## src/rtl/decoder_pkg.sv

```systemverilog
// Shared MIPS decode encodings: opcodes, funct codes and the control-field
// encodings consumed by the ALU, PC-select and write-back muxes.
package decoder_pkg;

    localparam logic [5:0] OPC_RTYPE = 6'h00;
    localparam logic [5:0] OPC_J     = 6'h02;
    localparam logic [5:0] OPC_JAL   = 6'h03;
    localparam logic [5:0] OPC_BEQ   = 6'h04;
    localparam logic [5:0] OPC_BNE   = 6'h05;
    localparam logic [5:0] OPC_ADDI  = 6'h08;
    localparam logic [5:0] OPC_XORI  = 6'h0E;
    localparam logic [5:0] OPC_LW    = 6'h23;
    localparam logic [5:0] OPC_SW    = 6'h2B;

    localparam logic [5:0] FUNCT_JR  = 6'h08;
    localparam logic [5:0] FUNCT_ADD = 6'h20;
    localparam logic [5:0] FUNCT_SUB = 6'h22;
    localparam logic [5:0] FUNCT_SLT = 6'h2A;

    localparam logic [4:0] LINK_REG  = 5'd31;

    typedef enum logic [2:0] {
        ALU_ADD = 3'd0,
        ALU_SUB = 3'd1,
        ALU_XOR = 3'd2,
        ALU_SLT = 3'd3
    } alu_op_e;

    typedef enum logic [1:0] {
        PC_PLUS4  = 2'd0,
        PC_JUMP   = 2'd1,
        PC_REG    = 2'd2,
        PC_BRANCH = 2'd3
    } pc_src_e;

    typedef enum logic [1:0] {
        WB_RESULT = 2'd0,
        WB_LINK   = 2'd1
    } wb_sel_e;

    typedef struct packed {
        alu_op_e op;
        pc_src_e pc_src;
        wb_sel_e wb_sel;
        logic    reg_we;
        logic    dm_we;
        logic    alu_b_imm;
        logic    bne;
    } ctrl_t;

    localparam ctrl_t CTRL_NOP = '{
        op:        ALU_ADD,
        pc_src:    PC_PLUS4,
        wb_sel:    WB_RESULT,
        reg_we:    1'b0,
        dm_we:     1'b0,
        alu_b_imm: 1'b0,
        bne:       1'b0
    };

    function automatic logic [31:0] extend_imm(input logic [15:0] imm16, input logic zero_ext);
        return zero_ext ? {16'h0000, imm16} : {{16{imm16[15]}}, imm16};
    endfunction

endpackage

```

## src/rtl/decoder.sv

```systemverilog
// Single-stage MIPS instruction decoder: combinational decode of instr
// feeding one output register bank, one result per clock.
module decoder
    import decoder_pkg::*;
(
    input  logic        clk,
    input  logic        reset,
    input  logic [31:0] instr,
    output logic [25:0] jAddr,
    output logic [4:0]  rs,
    output logic [4:0]  rt,
    output logic [4:0]  rd,
    output logic [4:0]  regWAddr,
    output logic [31:0] imm,
    output logic [2:0]  op,
    output logic [1:0]  pcSrcCtrl,
    output logic [1:0]  regDInCtrl,
    output logic        regWe,
    output logic        dmWe,
    output logic        aluBSrcCtrl,
    output logic        bneCtrl
);

    logic [5:0]  opcode;
    logic [5:0]  funct;
    ctrl_t       ctrl_nxt;
    logic [4:0]  waddr_nxt;
    logic [31:0] imm_nxt;

    assign opcode = instr[31:26];
    assign funct  = instr[5:0];

    // Control depends only on opcode/funct; anything unrecognised stays NOP.
    always_comb begin
        ctrl_nxt = CTRL_NOP;
        case (opcode)
            OPC_LW: begin
                ctrl_nxt.reg_we    = 1'b1;
                ctrl_nxt.alu_b_imm = 1'b1;
            end
            OPC_SW: begin
                ctrl_nxt.alu_b_imm = 1'b1;
                ctrl_nxt.dm_we     = 1'b1;
            end
            OPC_J: begin
                ctrl_nxt.pc_src    = PC_JUMP;
                ctrl_nxt.alu_b_imm = 1'b1;
            end
            OPC_JAL: begin
                ctrl_nxt.pc_src    = PC_JUMP;
                ctrl_nxt.reg_we    = 1'b1;
                ctrl_nxt.alu_b_imm = 1'b1;
                ctrl_nxt.wb_sel    = WB_LINK;
            end
            OPC_BEQ: begin
                ctrl_nxt.op        = ALU_SUB;
                ctrl_nxt.pc_src    = PC_BRANCH;
                ctrl_nxt.alu_b_imm = 1'b1;
            end
            OPC_BNE: begin
                ctrl_nxt.op        = ALU_SUB;
                ctrl_nxt.pc_src    = PC_BRANCH;
                ctrl_nxt.alu_b_imm = 1'b1;
                ctrl_nxt.bne       = 1'b1;
            end
            OPC_XORI: begin
                ctrl_nxt.op        = ALU_XOR;
                ctrl_nxt.reg_we    = 1'b1;
                ctrl_nxt.alu_b_imm = 1'b1;
            end
            OPC_ADDI: begin
                ctrl_nxt.reg_we    = 1'b1;
                ctrl_nxt.alu_b_imm = 1'b1;
            end
            OPC_RTYPE: begin
                case (funct)
                    FUNCT_JR:  ctrl_nxt.pc_src = PC_REG;
                    FUNCT_ADD: ctrl_nxt.reg_we = 1'b1;
                    FUNCT_SUB: begin
                        ctrl_nxt.op     = ALU_SUB;
                        ctrl_nxt.reg_we = 1'b1;
                    end
                    FUNCT_SLT: begin
                        ctrl_nxt.op     = ALU_SLT;
                        ctrl_nxt.reg_we = 1'b1;
                    end
                    default: ctrl_nxt = CTRL_NOP;
                endcase
            end
            default: ctrl_nxt = CTRL_NOP;
        endcase
    end

    // Write address follows the instruction format even for unknown functs.
    always_comb begin
        if (opcode == OPC_RTYPE) begin
            waddr_nxt = instr[15:11];
        end else if (opcode == OPC_JAL) begin
            waddr_nxt = LINK_REG;
        end else begin
            waddr_nxt = instr[20:16];
        end
    end

    assign imm_nxt = extend_imm(instr[15:0], opcode == OPC_XORI);

    always_ff @(posedge clk) begin
        if (reset) begin
            jAddr       <= '0;
            rs          <= '0;
            rt          <= '0;
            rd          <= '0;
            regWAddr    <= '0;
            imm         <= '0;
            op          <= '0;
            pcSrcCtrl   <= '0;
            regDInCtrl  <= '0;
            regWe       <= 1'b0;
            dmWe        <= 1'b0;
            aluBSrcCtrl <= 1'b0;
            bneCtrl     <= 1'b0;
        end else begin
            jAddr       <= instr[25:0];
            rs          <= instr[25:21];
            rt          <= instr[20:16];
            rd          <= instr[15:11];
            regWAddr    <= waddr_nxt;
            imm         <= imm_nxt;
            op          <= ctrl_nxt.op;
            pcSrcCtrl   <= ctrl_nxt.pc_src;
            regDInCtrl  <= ctrl_nxt.wb_sel;
            regWe       <= ctrl_nxt.reg_we;
            dmWe        <= ctrl_nxt.dm_we;
            aluBSrcCtrl <= ctrl_nxt.alu_b_imm;
            bneCtrl     <= ctrl_nxt.bne;
        end
    end

endmodule

```

## config.mk

```make
export PLATFORM = sky130hd
export DESIGN_NAME = decoder
export DESIGN_NICKNAME = d
export VERILOG_FILES = /design/src/rtl/decoder_pkg.sv /design/src/rtl/decoder.sv
export SDC_FILE = /design/constraint.sdc
export NUM_CORES = 1
export LEC_CHECK = 0
export CORE_MARGIN = 4
export CORE_UTILIZATION = 25
export CTS_CLUSTER_SIZE = 12
export DETAILED_ROUTE_END_ITERATION = 7
export SETUP_SLACK_MARGIN = 0.3
export SYNTH_ARGS = -nofsm -noshare
export SYNTH_HDL_FRONTEND = slang
export SYNTH_SLANG_ARGS = --single-unit
```

## constraint.sdc

```tcl
create_clock -name clk -period 3 [get_ports clk]
set_input_delay 0.6 -clock clk [delete_from_list [all_inputs] [get_ports clk]]
set_output_delay 0.6 -clock clk [all_outputs]
set_load 0.005 [all_outputs]
```

Word-level counts from Yosys, hierarchy flattened
Index checks and enable logic that the tools add are counted.
Widths: inputs -> output; s select.
{"block": "totals", "ff_bits": 74, "input_bits": 34, "output_inout_bits": 89, "wordCells": 45}
{"block": "classes", "n_eq_ne": 12, "muxes": 12, "reduce_logical": 7}
{"op": "$eq 6x6->1 const B", "count": 5}
{"op": "$eq 6x4->1 const B", "count": 3}
{"op": "$eq 6x2->1 const B", "count": 2}
{"op": "$eq 6x3->1 const B", "count": 2}
{"op": "$mux 5", "count": 2}
{"op": "$pmux 3 s3", "count": 1}
{"op": "$reduce_or 8->1", "count": 1}
{"op": "$logic_not 6->1", "count": 1}
{"op": "$pmux 2 s3", "count": 1}
{"op": "$reduce_or 2->1", "count": 3}
{"op": "$mux 1", "count": 5}
{"op": "$pmux 2 s2", "count": 1}
{"op": "$reduce_or 4->1", "count": 1}
{"op": "$reduce_or 3->1", "count": 1}
{"op": "$mux 2", "count": 1}
{"op": "$pmux 1 s2", "count": 1}

Logic depth before layout (Yosys ltp)
Gate-level depths: netlist (run 1).
{"block": "depth", "depth_word": 4, "depth_mapped": 4}

Worst setup path before layout (run 1)
Ideal clock, no wire load.
{"block": "synth_timing", "kind": "input to register", "startpoint": "input port instr[28]", "endpoint": "register regWAddr[0]", "setup_time_ns": 0.119, "arrival_time_ns": 1.331, "slack_ns": 1.550, "cell_stages": 3, "path_cell_list": "nor4_4 -> nand2_1 -> o221a_1"}
{"block": "synth_between", "elab_chain_len": 3, "elab_cells_between_ends": 4, "classes_between": "1 x eq/ne; 2 x mux; 1 x reduce/logical"}
{"item": "from (decl)", "line": "decoder.sv:8", "source": "input logic [31:0] instr,"}
{"item": "$eq 6x2->1", "line": "decoder.sv:98", "source": "end else if (opcode == OPC_JAL) begin"}
{"item": "$mux 5", "line": "decoder.sv:98"}
{"item": "$mux 5 (*)", "line": "decoder.sv:96", "source": "if (opcode == OPC_RTYPE) begin"}
{"item": "to (signal assigned)", "line": "decoder.sv:127", "source": "regWAddr <= waddr_nxt;"}
{"item": "to (decl)", "line": "decoder.sv:13", "source": "output logic [4:0] regWAddr,"}
Every way passes the cells marked *; elsewhere a longest branch is shown, timed or not.
A chain may end at the register's enable or synchronous reset.

Final worst setup path (run 1)
{"block": "layout_timing", "startpoint": "register, netlist name imm[16]", "endpoint": "output port imm[23]"}
{"item": "to (decl)", "line": "decoder.sv:14", "source": "output logic [31:0] imm,"}
No word-level cell between the ends.

==> flow_summary_export.csv, run 1 <==
group,metric,value,unit
run_status,status,"finished, final reports clean",
detailed_routing,drcViolationCount,0,
placed_design,port_buffers,120,
finish,fin_cells,320,
pwr,power_frac_comb,17.6,%
pwr,clkPwrFrac,35.6,%
global_route,grt_first_pass_wirelength,6740,um
floorplanning,pin_count,123,
worst_setup_path,path_depth,1,
worst_setup_path,critPathKind,"reg2out",
detailed_routing,ant_nets,0,
synthesis,synth_area_per_cell,10.2,sq um
pwr,swShare,22.2,%
finish,utilization,42.5,%
floorplanning,start_util,26.1,%
worst_setup_path,cp_slowest_cell,"dfxtp_1",
timing,setup_tns,0,ns
worst_setup_path,worstPathMaxFanout,16,
placed_design,hpwl,3450,um
worst_setup_path,end_kind,"output port",
timing,rsz0062_at_grt,"false",
pwr,p_switching,0.276,mW
worst_setup_path,crit_family,"flip-flops",
placed_design,gp_congestion,0.787,
worst_setup_path,crit_chain,"clkdlybuf4s50_1",
timing,period_minus_slack,2.07,ns
timing,max_freq,483,MHz
placed_design,placed_cells,312,
clock_network,clock-sinks,41,
detailed_routing,first_iter_violations,34,
pwr,p_leak,1.00,nW
global_route,gr-usage-all-layers,10.5,%
finish,regArea,821,sq um
clock_network,htree_levels,2,
pwr,vdd_drop_max,0.263,mV
clock_network,cts_buffer_depth,2,
synthesis,syn_area,1680,sq um
job,cap_viol_max_count,0,
synthesis,synth_cells,164,
finish,drive_above_1_share,4.94,%
finish,nFillCells,620,
global_route,grt_max_degree,30,
worst_setup_path,cp.required,2.40,ns
finish,area_delta_synth_final,62.7,%
clock_network,path_clk_slew,0.09,ns
clock_network,numCtsBuffers,5,
pwr,power.density,456,nW/um^2
pwr,power_frac_seq,46.8,%
synthesis,ys_seq_area_share,48.9,%
clock_network,ctsHoldBuffers,0,
floorplanning,dieArea,8090,sq um
timing,slew_violations,0,
global_route,gr-total-overflow,0,
global_route,antenna_found_initial,0,
detailed_routing,firstDrtPassIters,4,
pwr,intPower,0.969,mW
synthesis,yosysUniqueCellTypes,27,
floorplanning,fp.dieW,89.9,um
floorplanning,core,6420,sq um
timing,min_period_over_period,69.0,%
global_route,grt_pass1_vias,1314,
worst_setup_path,cp-start-kind,"flip-flop",
finish,antenna-diode-count,0,
floorplanning,die_h,89.9,um
finish,multi_input_comb_area,474,sq um
clock_network,cts_setup_buffers,0,
synthesis,synth_warnings,0,
timing,finalSetupViolations,0,
detailed_routing,routedWlPerCell,13.3,um
worst_setup_path,cpPeakStageDelay,0.59,ns
clock_network,cts-root-buf,"clkbuf_8",
detailed_routing,wl,4260,um
detailed_routing,vias,1336,
detailed_routing,routed_via_density,4.18,
floorplanning,std_cell_rows,29,
synthesis,ys_seq_elements,41,
min_path,hold_depth,2,
min_path,min_path_type,"in2reg",
timing,hold_viol_final,0,
worst_setup_path,worstPathArrival,1.47,ns
clock_network,post_cts_resized,0,
clock_network,cts_tree,"built",
worst_setup_path,cp_num_buf_inv,1,
finish,nNetsFinal,276,
==> cell type report <==
cell class / count / area share [%]
repair buffers: 121 / 44.3
multi-input cells: 69 / 17.4
flip-flops and latches: 41 / 30.1
inverters: 4 / 0.550
clock inverters: 3 / 1.70
well taps: 77 / 3.53
clock buffers: 5 / 2.52
==> logic make-up after synthesis <==
kind of cell / after synthesis / synth area share, %
AO/OA/AOI/OAI: 12 / 6.56
XOR/XNOR: 1 / 0.522
buffers and inverters: 55 / 23.0
flip-flops: 41 / 48.9
multiplexers: 1 / 0.895
other: 1 / 0.223
AND/OR/NAND/NOR: 53 / 19.8
==> final timing paths <==
check / start / to / slack, ns
max: imm[16]$_SDFF_PP0_ / imm[23] / 0.93
min: instr[9] / jAddr[9]$_SDFF_PP0_ / 0.86
==> power by group through the flow <==
stage	combinational [mW]	clock [mW]	sequential, mW
6_report	0.219	0.443	0.583
5_1_grt	0.234	0.489	0.587
4_1_cts	0.222	0.466	0.583
3_5_place_dp	0.221	0	0.596
3_3_place_gp	0.220	0	0.595
2_1_floorplan	0.0899	0	0.598
==> flip-flops by register name (all words and copies together), names as in the netlist <==
signal	flops
op	2
regWe	1
jAddr	26
imm	1
bneCtrl	1
regDInCtrl	1
aluBSrcCtrl	1
dmWe	1
regWAddr	5
pcSrcCtrl	2
==> cell usage after synthesis <==
master	count	area share, %
buf_4	48	21
dfxtp_1	41	49
nor2b_1	26	9.7
o221a_1	5	3.4
inv_1	4	0.89
nand2b_1	4	1.5
nor2_1	4	0.89
clkbuf_1	3	0.67
nand4_1	3	1.1
nor3_1	3	0.89
a21oi_1	2	0.60
and2_1	2	0.75
nand2_1	2	0.45
nor3b_1	2	0.89
o22ai_1	2	0.75
or4_1	2	0.89
a22oi_1	1	0.45
and3_1	1	0.37
conb_1	1	0.22
mux2_4	1	0.89
nor4_1	1	0.37
nor4_4	1	1.3
o21a_1	1	0.45
o32ai_2	1	0.97
or2_1	1	0.37
or3_1	1	0.37
xnor2_1	1	0.52
==> layer usage <==
layer  up-vias  GRT usage, %  share of wire (%)  routed length [um]
li1        641             -                  -                   -
met1       619          11.5                 41                1740
met2        74          17.8                 48                2050
met3         2          5.26                 11                 448
met4         0          3.06               0.49                  21
met5         -             0                  0                   0
==> layout by cell type, fill, tap and decap left out, drive strengths merged, types with 2 or more instances in the layout <==
cell           Yosys  final
clkdlybuf4s50      0    120
dfxtp             41     41
nor2b             26     26
o221a              5      5
clkbuf             3      5
nor2               4      4
nand2b             4      4
inv                4      4
nor3               3      3
nand4              3      3
o22ai              2      2
nand2              2      2
or4                2      2
a21oi              2      2
and2               2      2
nor3b              2      2
conb               1      2
nor4               2      2
==> per-stage QoR <==
stage | worst slack (ns) | hold slack [ns] | area, sq um | power (mW)
after floorplan | 1.55 | 0.676 | 1680 | 0.688
after detailed placement | 0.804 | 1.16 | 2620 | 0.817
final | 0.930 | 0.858 | 2730 | 1.25
after global routing | 0.828 | 0.845 | 2730 | 1.31
after CTS | 0.885 | 0.840 | 2730 | 1.27
after global placement | 0.840 | 1.16 | 2620 | 0.815
(Power assumes the default switching activity.)
==> inputs of run 2 (changes only) <==
==> constraint.sdc (replaced) <==
create_clock -name clk -period 1.66 [get_ports clk]
set_input_delay 0.332 -clock clk [delete_from_list [all_inputs] [get_ports clk]]
set_output_delay 0.332 -clock clk [all_outputs]
set_load 0.005 [all_outputs]
==> run 2 against run 1 <==
Hold slack lost 0.38 ns. Final cell count is 7.2% higher. Via count up 4.0%. Largest cell class unchanged. Largest power group unchanged.
==> flow_summary_export.csv, run 2 (synthesis results as in run 1) <==
group,metric,value,unit
clock_network,cts_buffer_depth,2,
clock_network,cts_tree,"built",
floorplanning,fp.dieW,89.9,um
timing,finalSetupViolations,0,
worst_setup_path,end_kind,"output port",
finish,reg.largest.list,"jAddr x26, regWAddr x5",
worst_setup_path,cp.required,1.33,ns
pwr,power_frac_seq,47.0,%
floorplanning,core,6420,sq um
clock_network,ctsHoldBuffers,0,
finish,antenna-diode-count,0,
global_route,grt_pass1_vias,1454,
clock_network,path_clk_slew,0.08,ns
worst_setup_path,critPathKind,"reg2out",
timing,min_period_over_period,81.7,%
detailed_routing,routedWlPerCell,13.1,um
finish,drive_above_1_share,22.9,%
detailed_routing,ant_nets,0,
min_path,min_path_type,"in2reg",
global_route,grt_first_pass_wirelength,7360,um
global_route,gr-total-overflow,0,
finish,final_common_cell,"dlygate4sd2_1",
timing,period_minus_slack,1.36,ns
worst_setup_path,worstPathMaxFanout,7,
detailed_routing,vias,1389,
finish,final_cell_mix,"79 x dlygate4sd2_1, 27 x clkdlybuf4s50_1, 26 x nor2b_1, 26 x dfxtp_1, 21 x buf_4",
detailed_routing,routed_via_density,4.05,
clock_network,clock-sinks,41,
finish,nNetsFinal,299,
min_path,hold_depth,4,
detailed_routing,wl,4480,um
pwr,power.density,782,nW/um^2
finish,area_delta_synth_final,69.9,%
global_route,antenna_found_initial,0,
timing,max_freq,738,MHz
floorplanning,std_cell_rows,29,
floorplanning,die_h,89.9,um
pwr,power_frac_comb,17.2,%
pwr,p_leak,1.41,nW
floorplanning,pin_count,123,
global_route,gr-usage-all-layers,11.3,%
worst_setup_path,cp-start-kind,"flip-flop",
clock_network,htree_levels,2,
global_route,grt_max_degree,22,
pwr,total_power,2.23,mW
clock_network,cts-root-buf,"clkbuf_8",
finish,largest-register,"jAddr",
floorplanning,dieArea,8090,sq um
detailed_routing,drcViolationCount,0,
timing,rsz0062_at_grt,"true",
finish,largest_reg_flops,26,
pwr,clkPwrFrac,35.8,%
placed_design,gp_congestion,0.779,
pwr,p_switching,0.503,mW
finish,nFillCells,638,
timing,hold_ws,0.476,ns
pwr,vdd_drop_max,0.347,mV
job,cap_viol_max_count,0,
run_status,status,"finished, final reports clean",
pwr,swShare,22.5,%
finish,utilization,44.4,%
placed_design,dp_slack,-0.155,ns
worst_setup_path,worstPathArrival,1.02,ns
placed_design,port_buffers,120,
placed_design,hpwl,3600,um
pwr,intPower,1.73,mW
timing,slew_violations,0,
timing,hold_viol_final,0,
clock_network,numCtsBuffers,5,
detailed_routing,firstDrtPassIters,3,
detailed_routing,first_iter_violations,20,
timing,fin_ws,0.304,ns
floorplanning,start_util,26.1,%
==> run 2: changes by cell type in the layout (fill, tap and decap cells not counted), sizes merged <==
cell	change
clkinvlp	-1
clkbuf	+1
inv	+1
dlymetal6s2s	+1
buf	+31
clkdlybuf4s15	+4
clkdlybuf4s50	-93
dlygate4sd2	+79
==> run 2: path summary, 6_finish.rpt <==
path,startpoint,endpoint,slack [ns]
setup / recovery,imm[16]$_SDFF_PP0_,imm[20],0.30
hold / removal,instr[26],bneCtrl$_SDFF_PP0_,0.48
==> run 2: metal layers <==
layer  vias to the layer above  routed length, um  global-route usage, %
li1                        687                  -                      -
met1                       623               1790                   12.8
met2                        75               2190                   19.4
met3                         4                457                   4.76
met4                         0                 40                   3.06
met5                         -                  0                      0
==> run 2: through the flow <==
step	TNS (ns)	cell area (sq um)	std cells
floorplan	0	1680	165
global placement	-1.16	2750	330
detailed placement	-1.34	2750	330
CTS	0	2790	343
global route	0	2850	343
finish	0	2850	343
==> run 2: area by class of cell <==
class / instances / area [sq um] / area share [%]
sequential: 41 / 842 / 29.5
inverter: 4 / 15.0 / 0.527
tap: 77 / 96.3 / 3.38
clock buffer: 5 / 68.8 / 2.41
clock inverter: 3 / 43.8 / 1.54
timing repair buffer: 144 / 1310 / 45.8
multi-input combinational: 69 / 479 / 16.8
==> run 2: worst max-delay path, stage by stage, from the launching register on <==
cell and delay (ns):
dfxtp_4 0.36, buf_6 0.12, dlygate4sd2_1 0.25
==> run 2: repair_timing <==
action / CTS / global route
gates cloned: 1 / 0
endpoints found under the setup margin: 99 / 24
gates resized for setup: 136 / 18
pin swaps: 1 / 1
buffers inserted: 4 / 0
==> run 2: power by group through the flow <==
stage	clock network [mW]	logic, mW	registers, mW
4_1_cts	0.831	0.374	1.05
6_report	0.797	0.383	1.05
3_3_place_gp	0	0.436	1.07
2_1_floorplan	0	0.163	1.08
5_1_grt	0.876	0.418	1.06
3_5_place_dp	0	0.438	1.07
==> inputs of run 3 (changes only) <==
==> constraint.sdc (replaced) <==
create_clock -name clk -period 1.3 [get_ports clk]
set_input_delay 0.26 -clock clk [delete_from_list [all_inputs] [get_ports clk]]
set_output_delay 0.26 -clock clk [all_outputs]
set_load 0.005 [all_outputs]
==> run 3 against run 2 <==
Non-clock buffer count increased by 9. Hold slack got worse by 0.21 ns. Via count grew 3.7%. Critical endpoint is now imm[18]. Routed wire length is 5.7% higher. Die area is the same. Critical path depth stayed put. Sequential power rose by 30%. Combinational power up 47%.
==> flow_summary_export.csv, run 3 (synthesis results as in run 1) <==
group,metric,value,unit
finish,nNetsFinal,308,
worst_setup_path,end_kind,"output port",
floorplanning,pin_count,123,
floorplanning,fp.dieW,89.9,um
finish,fin_cells,352,
pwr,power.density,1010,nW/um^2
detailed_routing,drcViolationCount,0,
pwr,vdd_drop_max,0.382,mV
detailed_routing,firstDrtPassIters,4,
finish,drive_above_1_share,66.5,%
floorplanning,start_util,26.1,%
floorplanning,std_cell_rows,29,
run_status,status,"finished, final reports clean",
clock_network,numCtsBuffers,5,
global_route,gr-total-overflow,0,
timing,min_period_over_period,89.6,%
placed_design,port_buffers,120,
worst_setup_path,worstPathMaxFanout,8,
pwr,clkPwrFrac,35.6,%
detailed_routing,wl,4740,um
finish,reg.largest.list,"jAddr x26, regWAddr x5",
finish,largest_reg_flops,26,
detailed_routing,ant_nets,0,
finish,antenna-diode-count,0,
floorplanning,dieArea,8090,sq um
timing,slew_violations,0,
finish,final_common_cell,"buf_2",
pwr,swShare,22.3,%
timing,fin_ws,0.135,ns
pwr,power_frac_seq,45.5,%
clock_network,path_clk_slew,0.08,ns
finish,largest-register,"jAddr",
worst_setup_path,critPathKind,"reg2out",
timing,hold_viol_final,0,
worst_setup_path,cp-start-kind,"flip-flop",
min_path,min_path_type,"in2reg",
clock_network,cts-root-buf,"clkbuf_8",
placed_design,place_area,2820,sq um
detailed_routing,routed_via_density,4.09,
global_route,grt_first_pass_wirelength,7620,um
pwr,total_power,2.98,mW
global_route,grt_util_met2,20.8,%
detailed_routing,first_iter_violations,14,
placed_design,gp_congestion,0.811,
pwr,intPower,2.32,mW
global_route,met3_usage,6.01,%
pwr,p_switching,0.664,mW
clock_network,cts_buffer_depth,2,
floorplanning,die_h,89.9,um
global_route,grtUsageMet1,12.1,%
timing,rsz0062_at_grt,"true",
worst_setup_path,worstPathArrival,0.90,ns
global_route,top_usage_layer,"met2",
global_route,grt_max_degree,17,
finish,nFillCells,625,
timing,max_freq,859,MHz
clock_network,clock-sinks,41,
global_route,gr-usage-all-layers,11.8,%
placed_design,hpwl,3630,um
timing,hold_ws,0.263,ns
finish,area_delta_synth_final,75.4,%
pwr,p_leak,1.40,nW
timing,period_minus_slack,1.16,ns
global_route,antenna_found_initial,0,
placed_design,placed_cells,334,
detailed_routing,vias,1440,
timing,setup_tns,0,ns
clock_network,htree_levels,2,
finish,final_cell_mix,"53 x buf_2, 47 x buf_6, 31 x dfxtp_2",
finish,utilization,45.8,%
placed_design,dp_slack,-0.425,ns
clock_network,cts_tree,"built",
finish,final_cell_area,2940,sq um
detailed_routing,routedWlPerCell,13.5,um
job,cap_viol_max_count,0,
timing,finalSetupViolations,0,
global_route,grt_pass1_vias,1505,
pwr,power_frac_comb,18.9,%
floorplanning,core,6420,sq um
worst_setup_path,cp.required,1.04,ns
-- run 3: final timing paths --
| check | startpoint | slack (ns) | endpoint | cells past startpoint |
|---|---|---|---|---|
| setup / recovery | imm[16]$_SDFF_PP0_ | 0.14 | imm[18] | 2 |
| hold / removal | instr[31] | 0.26 | regDInCtrl[0]$_SDFF_PP0_ | 3 |
-- run 3: layout make-up --
type	instances	area (sq um)	share of cell area, %
flip-flops and latches	41	867	29.5
clock buffers	6	82.6	2.81
well taps	77	96.3	3.27
multi-input cells	69	542	18.4
inverters	4	15.0	0.510
repair buffers	153	1300	44.3
clock inverters	2	37.5	1.28
-- run 3: critical path, cell delays in order (launching register included) --
cell and delay [ns]:
dfxtp_4 0.37, buf_12 0.13, buf_2 0.12
-- run 3: layer usage --
metal	wire, um	part of all wire (%)
met1	1800	38
met2	2380	50
met3	491	10
met4	66	1.4
met5	0	0
-- run 3: what timing repair did --
action	CTS	global route
pin swaps	9	7
hold buffers	0	0
setup buffers	7	2
endpoints found under the setup margin	118	91
resized for setup	438	45
gates cloned	1	0
-- run 3: power by group through the flow --
| stage | clock, mW | combinational (mW) | sequential (mW) |
|---|---|---|---|
| after floorplan | 0 | 0.216 | 1.38 |
| after global placement | 0 | 0.578 | 1.37 |
| after detailed placement | 0 | 0.584 | 1.37 |
| after CTS | 1.11 | 0.510 | 1.35 |
| after global routing | 1.16 | 0.607 | 1.37 |
| final | 1.06 | 0.564 | 1.36 |
==> variant, RTL diff (flow settings as in run 3) <==
Make the reset (`reset`) asynchronous in one clocked block.
--- a/src/rtl/decoder.sv
+++ b/src/rtl/decoder.sv
@@ -105,5 +105,5 @@
     assign imm_nxt = extend_imm(instr[15:0], opcode == OPC_XORI);
 
-    always_ff @(posedge clk) begin
+    always_ff @(posedge clk or posedge reset) begin
         if (reset) begin
             jAddr       <= '0;
Formal check against the unedited RTL: differs if reset is asserted again (counterexample within 4 cycles, from zero or initial values and one cycle with reset high); with reset held inactive, the same outputs for 10 cycles.
==> variant against run 3 <==
The flow now finishes with violations (negative setup slack). Cell area shrank 3.7%. Non-clock buffer count shrank 5. Sequential cell count is the same. Sequential power is essentially flat. Routed wire length grew 3.3%. Area after synthesis grew 5.9%. Worst setup slack lost 0.17 ns. Total power shrank 7.8%. Combinational power shrank 3%.
==> variant: results (changes against run 3) <==
Synth Area in Compound Gates=0.0958 (was 0.0656); ranking of synthesized cells by area=dfrtp_1 58%, buf_4 20%, o22a_2 2.8% (was dfxtp_1 49%, buf_4 21%, nor2b_1 9.7%); total global-route track usage=0.115 (was 0.118); vias in the first global route=1440 (was 1505); Largest regs=imm x17, regWAddr x5 (was jAddr x26, regWAddr x5); largest fanout on the critical path=8 (unchanged); Leak=1.38 nW (was 1.40 nW); Peak supply drop=0.331 mV (was 0.382 mV); failing checks=negative setup slack; hold depth=1 (was 3); status=finished with violations (was finished clean); fill cell count=687 (was 625); XOR/XNOR Fraction of Synth Area=0.00493 (was 0.00522); M1 GR Usage=0.137 (was 0.121); Ys Warns=0 (unchanged); Largest register FFs=17 (was 26); wire per inst=14.3 um (was 13.5 um); met3 global-route usage=0.0439 (was 0.0601); crit path DAT=1.08 ns (was 0.90 ns); largest net degree at the start of global routing=42 (was 17); Place WS=-0.504 ns (was -0.425 ns); Worst Hold End=imm[4] (was regDInCtrl[0]); library cells used by synthesis=31 (was 27); total die area=8520 um2 (was 8090 um2); cts bufs inserted=5 (unchanged); mux cell area share after synthesis=0.00563 (was 0.00895); asr flop ratio synth=1.00 (was 0); HP Start=instr[4] (was instr[31]); setup_tns=-0.452 ns (was 0 ns); # setup viols final=13 (was 0); post-CTS setup buffer count=9 (was 7); iteration count of the initial detailed-routing pass=2 (was 4); final worst setup slack=-0.0378 ns (was 0.135 ns); layout cells sized above 1=0.619 (was 0.665); GPL Wtd Cong=0.696 (was 0.811); clk root buf=clkbuf_8 (unchanged); via count=1379 (was 1440); GR Util met2=0.193 (was 0.208); drt first-iter violations=19 (was 14); Clock Pin Slew Worst Setup and Hold Paths=0.07 ns; Seq/Total Area, Yosys=0.577 (was 0.489); Detail Placement HPWL=3.68 mm (was 3.63 mm); Post-CTS Resized=413 (was 438); top cells by count, synth=48 x buf_4, 41 x dfrtp_1, 7 x nor2_1 (was 48 x buf_4, 41 x dfxtp_1, 26 x nor2b_1); first-pass GRT wire length=7.60 mm (was 7.62 mm); CTS HTree Levels=2 (unchanged); Net count, final=281 (was 308)
variant: cell types whose count changed in the layout (fill, tap and decap cells not counted), moves of 4 or more:
cell and change:
dfxtp_2 -31, dfxtp_1 -8, dlygate4sd2_1 -4, nor2b_1 -25, buf_2 +22, buf_4 -7, o22a_2 +5, a2bb2oi_2 +4
clkdlybuf4s50_1 +4, o221a_1 -5, dfrtp_1 +40, buf_6 -20
variant: worst max-delay path by stage:
stage,startpoint,end,slack [ns]
2_1_floorplan,instr[26],op[1],0.05
3_3_place_gp,instr[26],imm[30],-0.50
3_5_place_dp,instr[26],imm[30],-0.50
4_1_cts,imm[30],imm[24],-0.06
5_1_grt,imm[30],imm[24],-0.08
6_report,imm[30],imm[24],-0.04
variant: worst max-delay path: stages (launching register included):
cell,delay (ns)
dfrtp_2,0.43
buf_6,0.13
buf_16,0.12
buf_2,0.12
variant: power breakdown:
group,leakage (nW),switching [mW],internal [mW]
sequential,0.497,0.0265,1.33
clock,0.0433,0.422,0.420
combinational,0.843,0.216,0.332
total,1.38,0.664,2.09
variant: per-stage QoR:
step                std cells  total power, mW  utilization  hold WS [ns]  instance area [um2]
floorplan                 143             1.62            -         0.245                 1810
global placement          325             1.98        0.424         0.682                 2900
detailed placement        325             1.99        0.424         0.684                 2900
CTS                       342             2.80        0.404        0.0578                 2760
global route              343             2.92        0.415        0.0530                 2830
finish                    343             2.75        0.415        0.0772                 2830
variant: final cells by class:
type	instances	area share
Timing Repair Buffer	148	0.405
Clock buffer	6	0.0292
Multi-Input combinational cell	47	0.152
Sequential cell	41	0.363
Clock inverter	1	0.00265
Tap cell	96	0.0424
Inverter	4	0.00663
variant: metal layers:
layer,wire length (um),up-vias
met5,0,-
met1,1990,661
met2,2430,76
li1,-,640
met4,21,0
met3,448,2
